`config.mk`:
```
export PLATFORM = sky130hd
export DESIGN_NAME = cuckoo_write_back_stage
export DESIGN_NICKNAME = d
export VERILOG_FILES = /design/src/rtl/cuckoo_write_back_stage.sv
export SDC_FILE = /design/constraint.sdc
export NUM_CORES = 1
export LEC_CHECK = 0
export ABC_AREA = 1
export CORE_MARGIN = 4
export CORE_UTILIZATION = 45
export DETAILED_ROUTE_END_ITERATION = 8
export PLACE_DENSITY = 0.8
export SYNTH_ARGS = -nofsm -noshare
export SYNTH_HDL_FRONTEND = slang
export SYNTH_SLANG_ARGS = --single-unit
```
`constraint.sdc`:
```
create_clock -name clk -period 2.9 [get_ports clk]
set_input_delay 0.58 -clock clk [delete_from_list [all_inputs] [get_ports clk]]
set_output_delay 0.58 -clock clk [all_outputs]
set_load 0.02 [all_outputs]
```
`src/rtl/cuckoo_write_back_stage.sv`:
```
// cuckoo_write_back_stage
// Last stage of the cuckoo hash pipeline. It resolves a lookup, insert or
// delete against the per-table entries supplied by the upstream updater and
// issues at most one table write per cycle. A short history of the issued
// writes is fed back upstream so that in-flight reads can be corrected.
// When every table is full, an insert displaces a victim entry. The victim
// is chosen round-robin and offered on a valid/ready port for re-insertion.
// While that port is blocked, the stage stalls.
// Optional feature macro: EVICT_COUNT_EN adds a saturating 16-bit eviction
// counter on evict_count_o.
module cuckoo_write_back_stage #(
    parameter int DATA_WIDTH             = 4,
    parameter int KEY_WIDTH              = 2,
    parameter int NUMBER_OF_TABLES       = 3,
    parameter int HASH_ADR_WIDTH         = 2,
    parameter int FORWARDED_CLOCK_CYCLES = 2
) (
    input  logic                                                   clk,
    input  logic                                                   reset,
    input  logic                                                   clk_en,
    input  logic                                                   valid_i,
    input  logic [1:0]                                             op_i,
    input  logic [KEY_WIDTH-1:0]                                   key_i,
    input  logic [DATA_WIDTH-1:0]                                  data_i,
    input  logic [NUMBER_OF_TABLES*HASH_ADR_WIDTH-1:0]             hash_adr_i,
    input  logic [NUMBER_OF_TABLES*KEY_WIDTH-1:0]                  rd_key_i,
    input  logic [NUMBER_OF_TABLES*DATA_WIDTH-1:0]                 rd_data_i,
    input  logic [NUMBER_OF_TABLES-1:0]                            rd_valid_i,
    output logic                                                   stall_o,
    output logic [NUMBER_OF_TABLES-1:0]                            mem_we_o,
    output logic [HASH_ADR_WIDTH-1:0]                              mem_adr_o,
    output logic [KEY_WIDTH-1:0]                                   mem_key_o,
    output logic [DATA_WIDTH-1:0]                                  mem_data_o,
    output logic                                                   mem_valid_o,
    output logic [FORWARDED_CLOCK_CYCLES-1:0]                      fwd_valid_o,
    output logic [FORWARDED_CLOCK_CYCLES*$clog2(NUMBER_OF_TABLES)-1:0] fwd_table_o,
    output logic [FORWARDED_CLOCK_CYCLES*HASH_ADR_WIDTH-1:0]       fwd_hash_adr_o,
    output logic [FORWARDED_CLOCK_CYCLES*KEY_WIDTH-1:0]            fwd_key_o,
    output logic [FORWARDED_CLOCK_CYCLES*DATA_WIDTH-1:0]           fwd_data_o,
    output logic [FORWARDED_CLOCK_CYCLES-1:0]                      fwd_entry_valid_o,
    output logic                                                   result_valid_o,
    output logic                                                   result_hit_o,
    output logic [DATA_WIDTH-1:0]                                  result_data_o,
    output logic                                                   evict_valid_o,
    output logic [KEY_WIDTH-1:0]                                   evict_key_o,
    output logic [DATA_WIDTH-1:0]                                  evict_data_o,
`ifdef EVICT_COUNT_EN
    output logic [15:0]                                            evict_count_o,
`endif
    input  logic                                                   evict_ready_i
);

    localparam int N  = NUMBER_OF_TABLES;
    localparam int F  = FORWARDED_CLOCK_CYCLES;
    localparam int KW = KEY_WIDTH;
    localparam int DW = DATA_WIDTH;
    localparam int AW = HASH_ADR_WIDTH;
    localparam int TW = $clog2(NUMBER_OF_TABLES);

    // Per-table decode results
    logic [N-1:0]  match_s;
    logic          hit_s;
    logic [TW-1:0] hit_idx_s;
    logic [KW-1:0] hit_key_s;
    logic [DW-1:0] hit_data_s;
    logic [AW-1:0] hit_adr_s;
    logic          empty_found_s;
    logic [TW-1:0] empty_idx_s;
    logic [AW-1:0] empty_adr_s;
    logic [KW-1:0] rr_key_s;
    logic [DW-1:0] rr_data_s;
    logic [AW-1:0] rr_adr_s;

    // Decision for the current request
    logic          wr_en_s;
    logic [TW-1:0] wr_tbl_s;
    logic [AW-1:0] wr_adr_s;
    logic [KW-1:0] wr_key_s;
    logic [DW-1:0] wr_data_s;
    logic          wr_valid_s;
    logic [N-1:0]  wr_we_s;
    logic          evict_s;
    logic          res_hit_s;
    logic [DW-1:0] res_data_s;
    logic          adv_s;

    // Registered state
    logic [N-1:0]    mem_we_r;
    logic [AW-1:0]   mem_adr_r;
    logic [KW-1:0]   mem_key_r;
    logic [DW-1:0]   mem_data_r;
    logic            mem_valid_r;
    logic [F-1:0]    fwd_valid_r;
    logic [F*TW-1:0] fwd_table_r;
    logic [F*AW-1:0] fwd_adr_r;
    logic [F*KW-1:0] fwd_key_r;
    logic [F*DW-1:0] fwd_data_r;
    logic [F-1:0]    fwd_ev_r;
    logic            res_valid_r;
    logic            res_hit_r;
    logic [DW-1:0]   res_data_r;
    logic            ev_valid_r;
    logic [KW-1:0]   ev_key_r;
    logic [DW-1:0]   ev_data_r;
    logic [TW-1:0]   rr_r;

    // The stage only advances when enabled and the eviction port is not blocking it
    assign stall_o = ev_valid_r & ~evict_ready_i;
    assign adv_s   = clk_en & ~stall_o;

    // Per-table match and empty scan; the descending loop leaves the lowest index selected
    always_comb begin
        match_s       = {N{1'b0}};
        hit_s         = 1'b0;
        hit_idx_s     = {TW{1'b0}};
        hit_key_s     = {KW{1'b0}};
        hit_data_s    = {DW{1'b0}};
        hit_adr_s     = {AW{1'b0}};
        empty_found_s = 1'b0;
        empty_idx_s   = {TW{1'b0}};
        empty_adr_s   = {AW{1'b0}};
        rr_key_s      = {KW{1'b0}};
        rr_data_s     = {DW{1'b0}};
        rr_adr_s      = {AW{1'b0}};
        for (int t = N - 1; t >= 0; t--) begin
            match_s[t] = rd_valid_i[t] & (rd_key_i[t*KW +: KW] == key_i);
            if (match_s[t]) begin
                hit_s      = 1'b1;
                hit_idx_s  = TW'(t);
                hit_key_s  = rd_key_i[t*KW +: KW];
                hit_data_s = rd_data_i[t*DW +: DW];
                hit_adr_s  = hash_adr_i[t*AW +: AW];
            end else begin
                hit_s = hit_s;
            end
            if (!rd_valid_i[t]) begin
                empty_found_s = 1'b1;
                empty_idx_s   = TW'(t);
                empty_adr_s   = hash_adr_i[t*AW +: AW];
            end else begin
                empty_found_s = empty_found_s;
            end
            if (rr_r == TW'(t)) begin
                rr_key_s  = rd_key_i[t*KW +: KW];
                rr_data_s = rd_data_i[t*DW +: DW];
                rr_adr_s  = hash_adr_i[t*AW +: AW];
            end else begin
                rr_key_s = rr_key_s;
            end
        end
    end

    // Operation decision: which table to write, what to write, and whether to evict
    always_comb begin
        wr_en_s    = 1'b0;
        wr_tbl_s   = {TW{1'b0}};
        wr_adr_s   = {AW{1'b0}};
        wr_key_s   = {KW{1'b0}};
        wr_data_s  = {DW{1'b0}};
        wr_valid_s = 1'b0;
        evict_s    = 1'b0;
        res_hit_s  = 1'b0;
        res_data_s = {DW{1'b0}};
        if (valid_i) begin
            case (op_i)
                2'b01: begin
                    wr_en_s    = 1'b1;
                    wr_key_s   = key_i;
                    wr_data_s  = data_i;
                    wr_valid_s = 1'b1;
                    if (hit_s) begin
                        wr_tbl_s  = hit_idx_s;
                        wr_adr_s  = hit_adr_s;
                        res_hit_s = 1'b1;
                    end else if (empty_found_s) begin
                        wr_tbl_s = empty_idx_s;
                        wr_adr_s = empty_adr_s;
                    end else begin
                        wr_tbl_s = rr_r;
                        wr_adr_s = rr_adr_s;
                        evict_s  = 1'b1;
                    end
                end
                2'b10: begin
                    if (hit_s) begin
                        wr_en_s    = 1'b1;
                        wr_tbl_s   = hit_idx_s;
                        wr_adr_s   = hit_adr_s;
                        wr_key_s   = hit_key_s;
                        wr_data_s  = hit_data_s;
                        wr_valid_s = 1'b0;
                        res_hit_s  = 1'b1;
                    end else begin
                        res_hit_s = 1'b0;
                    end
                end
                default: begin
                    res_hit_s  = hit_s;
                    res_data_s = hit_s ? hit_data_s : {DW{1'b0}};
                end
            endcase
        end else begin
            wr_en_s = 1'b0;
        end
        wr_we_s = wr_en_s ? ({{(N-1){1'b0}}, 1'b1} << wr_tbl_s) : {N{1'b0}};
    end

    // Write port and result registers; the write enable drops in any non-advancing cycle
    always_ff @(posedge clk or negedge reset) begin
        if (!reset) begin
            mem_we_r    <= {N{1'b0}};
            mem_adr_r   <= {AW{1'b0}};
            mem_key_r   <= {KW{1'b0}};
            mem_data_r  <= {DW{1'b0}};
            mem_valid_r <= 1'b0;
            res_valid_r <= 1'b0;
            res_hit_r   <= 1'b0;
            res_data_r  <= {DW{1'b0}};
        end else if (adv_s) begin
            mem_we_r    <= wr_we_s;
            mem_adr_r   <= wr_adr_s;
            mem_key_r   <= wr_key_s;
            mem_data_r  <= wr_data_s;
            mem_valid_r <= wr_valid_s;
            res_valid_r <= valid_i;
            res_hit_r   <= res_hit_s;
            res_data_r  <= res_data_s;
        end else begin
            mem_we_r <= {N{1'b0}};
        end
    end

    // Write history: shifts one slot per advance, newest write lands in slot 0
    always_ff @(posedge clk or negedge reset) begin
        if (!reset) begin
            fwd_valid_r <= {F{1'b0}};
            fwd_table_r <= {(F*TW){1'b0}};
            fwd_adr_r   <= {(F*AW){1'b0}};
            fwd_key_r   <= {(F*KW){1'b0}};
            fwd_data_r  <= {(F*DW){1'b0}};
            fwd_ev_r    <= {F{1'b0}};
        end else if (adv_s) begin
            for (int k = F - 1; k >= 1; k--) begin
                fwd_valid_r[k]          <= fwd_valid_r[k-1];
                fwd_table_r[k*TW +: TW] <= fwd_table_r[(k-1)*TW +: TW];
                fwd_adr_r[k*AW +: AW]   <= fwd_adr_r[(k-1)*AW +: AW];
                fwd_key_r[k*KW +: KW]   <= fwd_key_r[(k-1)*KW +: KW];
                fwd_data_r[k*DW +: DW]  <= fwd_data_r[(k-1)*DW +: DW];
                fwd_ev_r[k]             <= fwd_ev_r[k-1];
            end
            fwd_valid_r[0]     <= wr_en_s;
            fwd_table_r[TW-1:0] <= wr_tbl_s;
            fwd_adr_r[AW-1:0]   <= wr_adr_s;
            fwd_key_r[KW-1:0]   <= wr_key_s;
            fwd_data_r[DW-1:0]  <= wr_data_s;
            fwd_ev_r[0]        <= wr_valid_s;
        end else begin
            fwd_valid_r <= fwd_valid_r;
        end
    end

    // Eviction holding register and round-robin victim pointer
    always_ff @(posedge clk or negedge reset) begin
        if (!reset) begin
            ev_valid_r <= 1'b0;
            ev_key_r   <= {KW{1'b0}};
            ev_data_r  <= {DW{1'b0}};
            rr_r       <= {TW{1'b0}};
        end else if (adv_s && evict_s) begin
            ev_valid_r <= 1'b1;
            ev_key_r   <= rr_key_s;
            ev_data_r  <= rr_data_s;
            rr_r       <= (rr_r == TW'(N - 1)) ? {TW{1'b0}} : rr_r + TW'(1);
        end else if (ev_valid_r && evict_ready_i) begin
            ev_valid_r <= 1'b0;
        end else begin
            ev_valid_r <= ev_valid_r;
        end
    end

`ifdef EVICT_COUNT_EN
    logic [15:0] evict_count_r;

    // Saturating count of evictions issued
    always_ff @(posedge clk or negedge reset) begin
        if (!reset) begin
            evict_count_r <= 16'h0000;
        end else if (adv_s && evict_s && (evict_count_r != 16'hFFFF)) begin
            evict_count_r <= evict_count_r + 16'h0001;
        end else begin
            evict_count_r <= evict_count_r;
        end
    end

    assign evict_count_o = evict_count_r;
`endif

    assign mem_we_o          = mem_we_r;
    assign mem_adr_o         = mem_adr_r;
    assign mem_key_o         = mem_key_r;
    assign mem_data_o        = mem_data_r;
    assign mem_valid_o       = mem_valid_r;
    assign fwd_valid_o       = fwd_valid_r;
    assign fwd_table_o       = fwd_table_r;
    assign fwd_hash_adr_o    = fwd_adr_r;
    assign fwd_key_o         = fwd_key_r;
    assign fwd_data_o        = fwd_data_r;
    assign fwd_entry_valid_o = fwd_ev_r;
    assign result_valid_o    = res_valid_r;
    assign result_hit_o      = res_hit_r;
    assign result_data_o     = res_data_r;
    assign evict_valid_o     = ev_valid_r;
    assign evict_key_o       = ev_key_r;
    assign evict_data_o      = ev_data_r;

endmodule

```
==> results.json <==
{
  "finalSetupTns_ns": 0,
  "grt_usage_pct": 19.9,
  "route.met3.wl_um": 327,
  "synthDistinctLibCells": 31,
  "tightestPinTransition_ns": 0.928,
  "synth.area.top_cells": "dfrtp_1 (41%), nand2_1 (20%), inv_1 (5.8%), nand3_1 (4.3%), buf_4 (3.8%)",
  "dieArea_mm2": 0.00703,
  "cts_hold_buf": 0,
  "setup_viol": 0,
  "ys_warn_count": 0,
  "synthSimpleGateAreaFrac_pct": 36.8,
  "gr-total-overflow": 0,
  "whs_ns": 0.435,
  "drive_above_1_share_pct": 10.8,
  "grt_pass1_wl_um": 11600,
  "wl_met1_um": 2880,
  "max-vdd-ir-drop_v": 0.000271,
  "leakage_nw": 1.77,
  "antenna_cells": 0,
  "grt_antenna_before_repair": 0,
  "avgRoutedWirePerCell_um": 13.2,
  "slew_violations": 0,
  "cts_root_buf": "clkbuf_8",
  "top_layer_used": "met4",
  "cp_max_fo": 3,
  "cp.arrival_ns": 1.89,
  "drtIter0Drc": 143,
  "max_cap_violations": 0,
  "synth_top_area_cell": "dfrtp_1",
  "clk_pin_slew_ns": 0.08,
  "die_h_um": 83.8,
  "drtPass1Iterations": 4,
  "cts_resized": 0,
  "async_reset_ff_share_pct": 100,
  "post_cts_buffers": 0,
  "yosysTopAreaCellShare_pct": 40.6,
  "synth-edff-count": 0,
  "grt_pass1_vias": 2553,
  "muxShareOfSynthArea_pct": 0,
  "ys_seq_elements": 42,
  "synth_compound_area_share_pct": 9.04,
  "hold_path_class": "in -> async",
  "nets": 485,
  "synth_xor_area_share_pct": 0,
  "clk_latency_ns": 0.28,
  "drcViolationCount": 0,
  "grt_max_degree": 43,
  "synth_top_flop_cell": "dfrtp_1",
  "initial_core_util_pct": 46.7,
  "final.min_clock_period_ns": 2.47,
  "start_kind": "input pin",
  "cts_sinks": 42,
  "clockBufferDepth": 2,
  "hold_viol_final": 0,
  "relSlewSlack_pct": 38.2,
  "drtAntennaViolNets": 0,
  "via_count": 2583,
  "fillers": 489,
  "crit_type": "in -> out",
  "power_density_mw_per_mm2": 424,
  "wl_um": 6810,
  "viasPerCell": 5.02,
  "fmax_mhz": 405,
  "syn_avg_cell_area_um2": 7.09,
  "synth_top_family_by_area": "simple AND/OR/NAND/NOR gates",
  "syn_area_mm2": 0.00259,
  "clock_skew_ns": 0.00399,
  "place_congestion": 0.906,
  "cp.required_ns": 2.32,
  "numCtsBuffers": 5,
  "syn_nets": 407,
  "cts_tree": "yes",
  "rows": 27,
  "crit_path_end_kind": "primary output",
  "io_buffer_count": 89,
  "h-tree-depth": 2,
  "die_w_um": 83.8,
  "core-area_mm2": 0.00554,
  "rsz0062_at_grt": "no",
  "wl_met2_um": 3390,
  "num_io_pins": 90,
  "hpwl_um": 5450,
  "netlist_instances": 365,
  "seq_area_frac_synth_pct": 40.6,
  "status": "complete, no violations",
  "synthAdderAreaFrac_pct": 0.967,
  "post-route-period-util_pct": 85.1,
  "area_growth_pct": 37.2
}
==> per-stage QoR <==
step / util, % / total power [mW] / area, um2 / instances / setup slack [ns]
after floorplan: - / 0.870 / 2590 / 365 / 1.26
after global placement: 62.1 / 1.05 / 3440 / 508 / 0.442
after detailed placement: 62.1 / 1.05 / 3440 / 508 / 0.426
after CTS: 64.1 / 1.51 / 3550 / 515 / 0.427
after global routing: 64.1 / 1.58 / 3550 / 515 / 0.401
final: 64.1 / 1.50 / 3550 / 515 / 0.433
==> registers in the layout, indices dropped and copies added, names as in the netlist <==
register,flops
fwd_data_o,5
rr_r,2
result_data_o,4
result_valid_o,1
evict_data_o,4
evict_valid_o,1
fwd_hash_adr_o,3
mem_adr_o,1
fwd_key_o,3
fwd_entry_valid_o,2
fwd_valid_o,2
mem_data_o,3
mem_we_o,3
fwd_table_o,4
mem_key_o,1
result_hit_o,1
evict_key_o,2
==> cells by family after synthesis <==
group / count (synthesis)
and+or+nand+nor: 213
DFF: 42
AOI/OAI and AO/OA: 39
buffers and inverters: 69
adders and majority gates: 2
==> cell type report <==
class / instances / area [um2] / area share, %
Tap cell: 72 / 90.1 / 2.54
Clock buffer: 6 / 82.6 / 2.33
Clock inverter: 1 / 30.0 / 0.846
Inverter: 49 / 186 / 5.25
Multi-Input combinational cell: 254 / 1210 / 34.1
Timing Repair Buffer: 91 / 901 / 25.4
Sequential cell: 42 / 1050 / 29.6
==> power by group <==
part | internal (mW) | switching, mW | leakage [nW]
clock | 0.275 | 0.190 | 0.0573
sequential | 0.618 | 0.0221 | 0.560
combinational | 0.170 | 0.228 | 1.15
==> path summary, 6_finish.rpt <==
kind,endpoint,cells after the start,slack [ns],start
setup reg to reg,fwd_data_o[4],7,1.27,evict_valid_o
setup / recovery,stall_o,4,0.43,evict_ready_i
min in group clk,fwd_key_o[2],2,0.48,fwd_key_o[2]
hold / removal,fwd_data_o[4],1,0.44,reset
hold reg to reg,fwd_key_o[2],2,0.48,fwd_key_o[2]
max in group asynchronous,fwd_entry_valid_o[1],1,1.89,reset
==> layout by cell type (no fill, tap or decap) <==
cell type,n
nor3_2,1
a221oi_1,1
inv_2,8
or2_2,2
o21ai_2,1
o221ai_1,1
dfrtp_1,42
buf_2,1
o211ai_1,4
nand2_4,1
ha_1,2
o22ai_1,3
nor2_8,1
o21ai_0,16
buf_4,2
nand3_2,7
nand2_1,141
inv_1,40
bufinv_16,1
clkdlybuf4s50_1,88
a21oi_2,3
nand2_2,9
nand3_1,22
nor2_2,1
or2_4,1
a211oi_1,1
nor2_4,2
nor2_1,25
inv_4,1
o21ai_1,6
clkbuf_8,6
a21oi_1,3
==> Yosys cell counts (6+ instances only) <==
master / n
nand2_1: 141
dfrtp_1: 42
inv_1: 40
nor2_1: 25
nand3_1: 22
o21ai_0: 16
buf_4: 13
nand2_2: 9
inv_2: 8
nand3_2: 7
o21ai_1: 6
==> metal layers <==
metal  up-vias  track usage [%]
li1       1271                -
met1      1207             23.8
met2        85             35.1
met3        20             2.76
met4         0             8.77
met5         -                0
==> critical path, stage by stage <==
cell and delay [ns]:
clkdlybuf4s50_1 0.40, or2_4 0.26, inv_1 0.05, clkdlybuf4s50_1 0.59
Note: power is estimated with default switching activity, not from simulation.
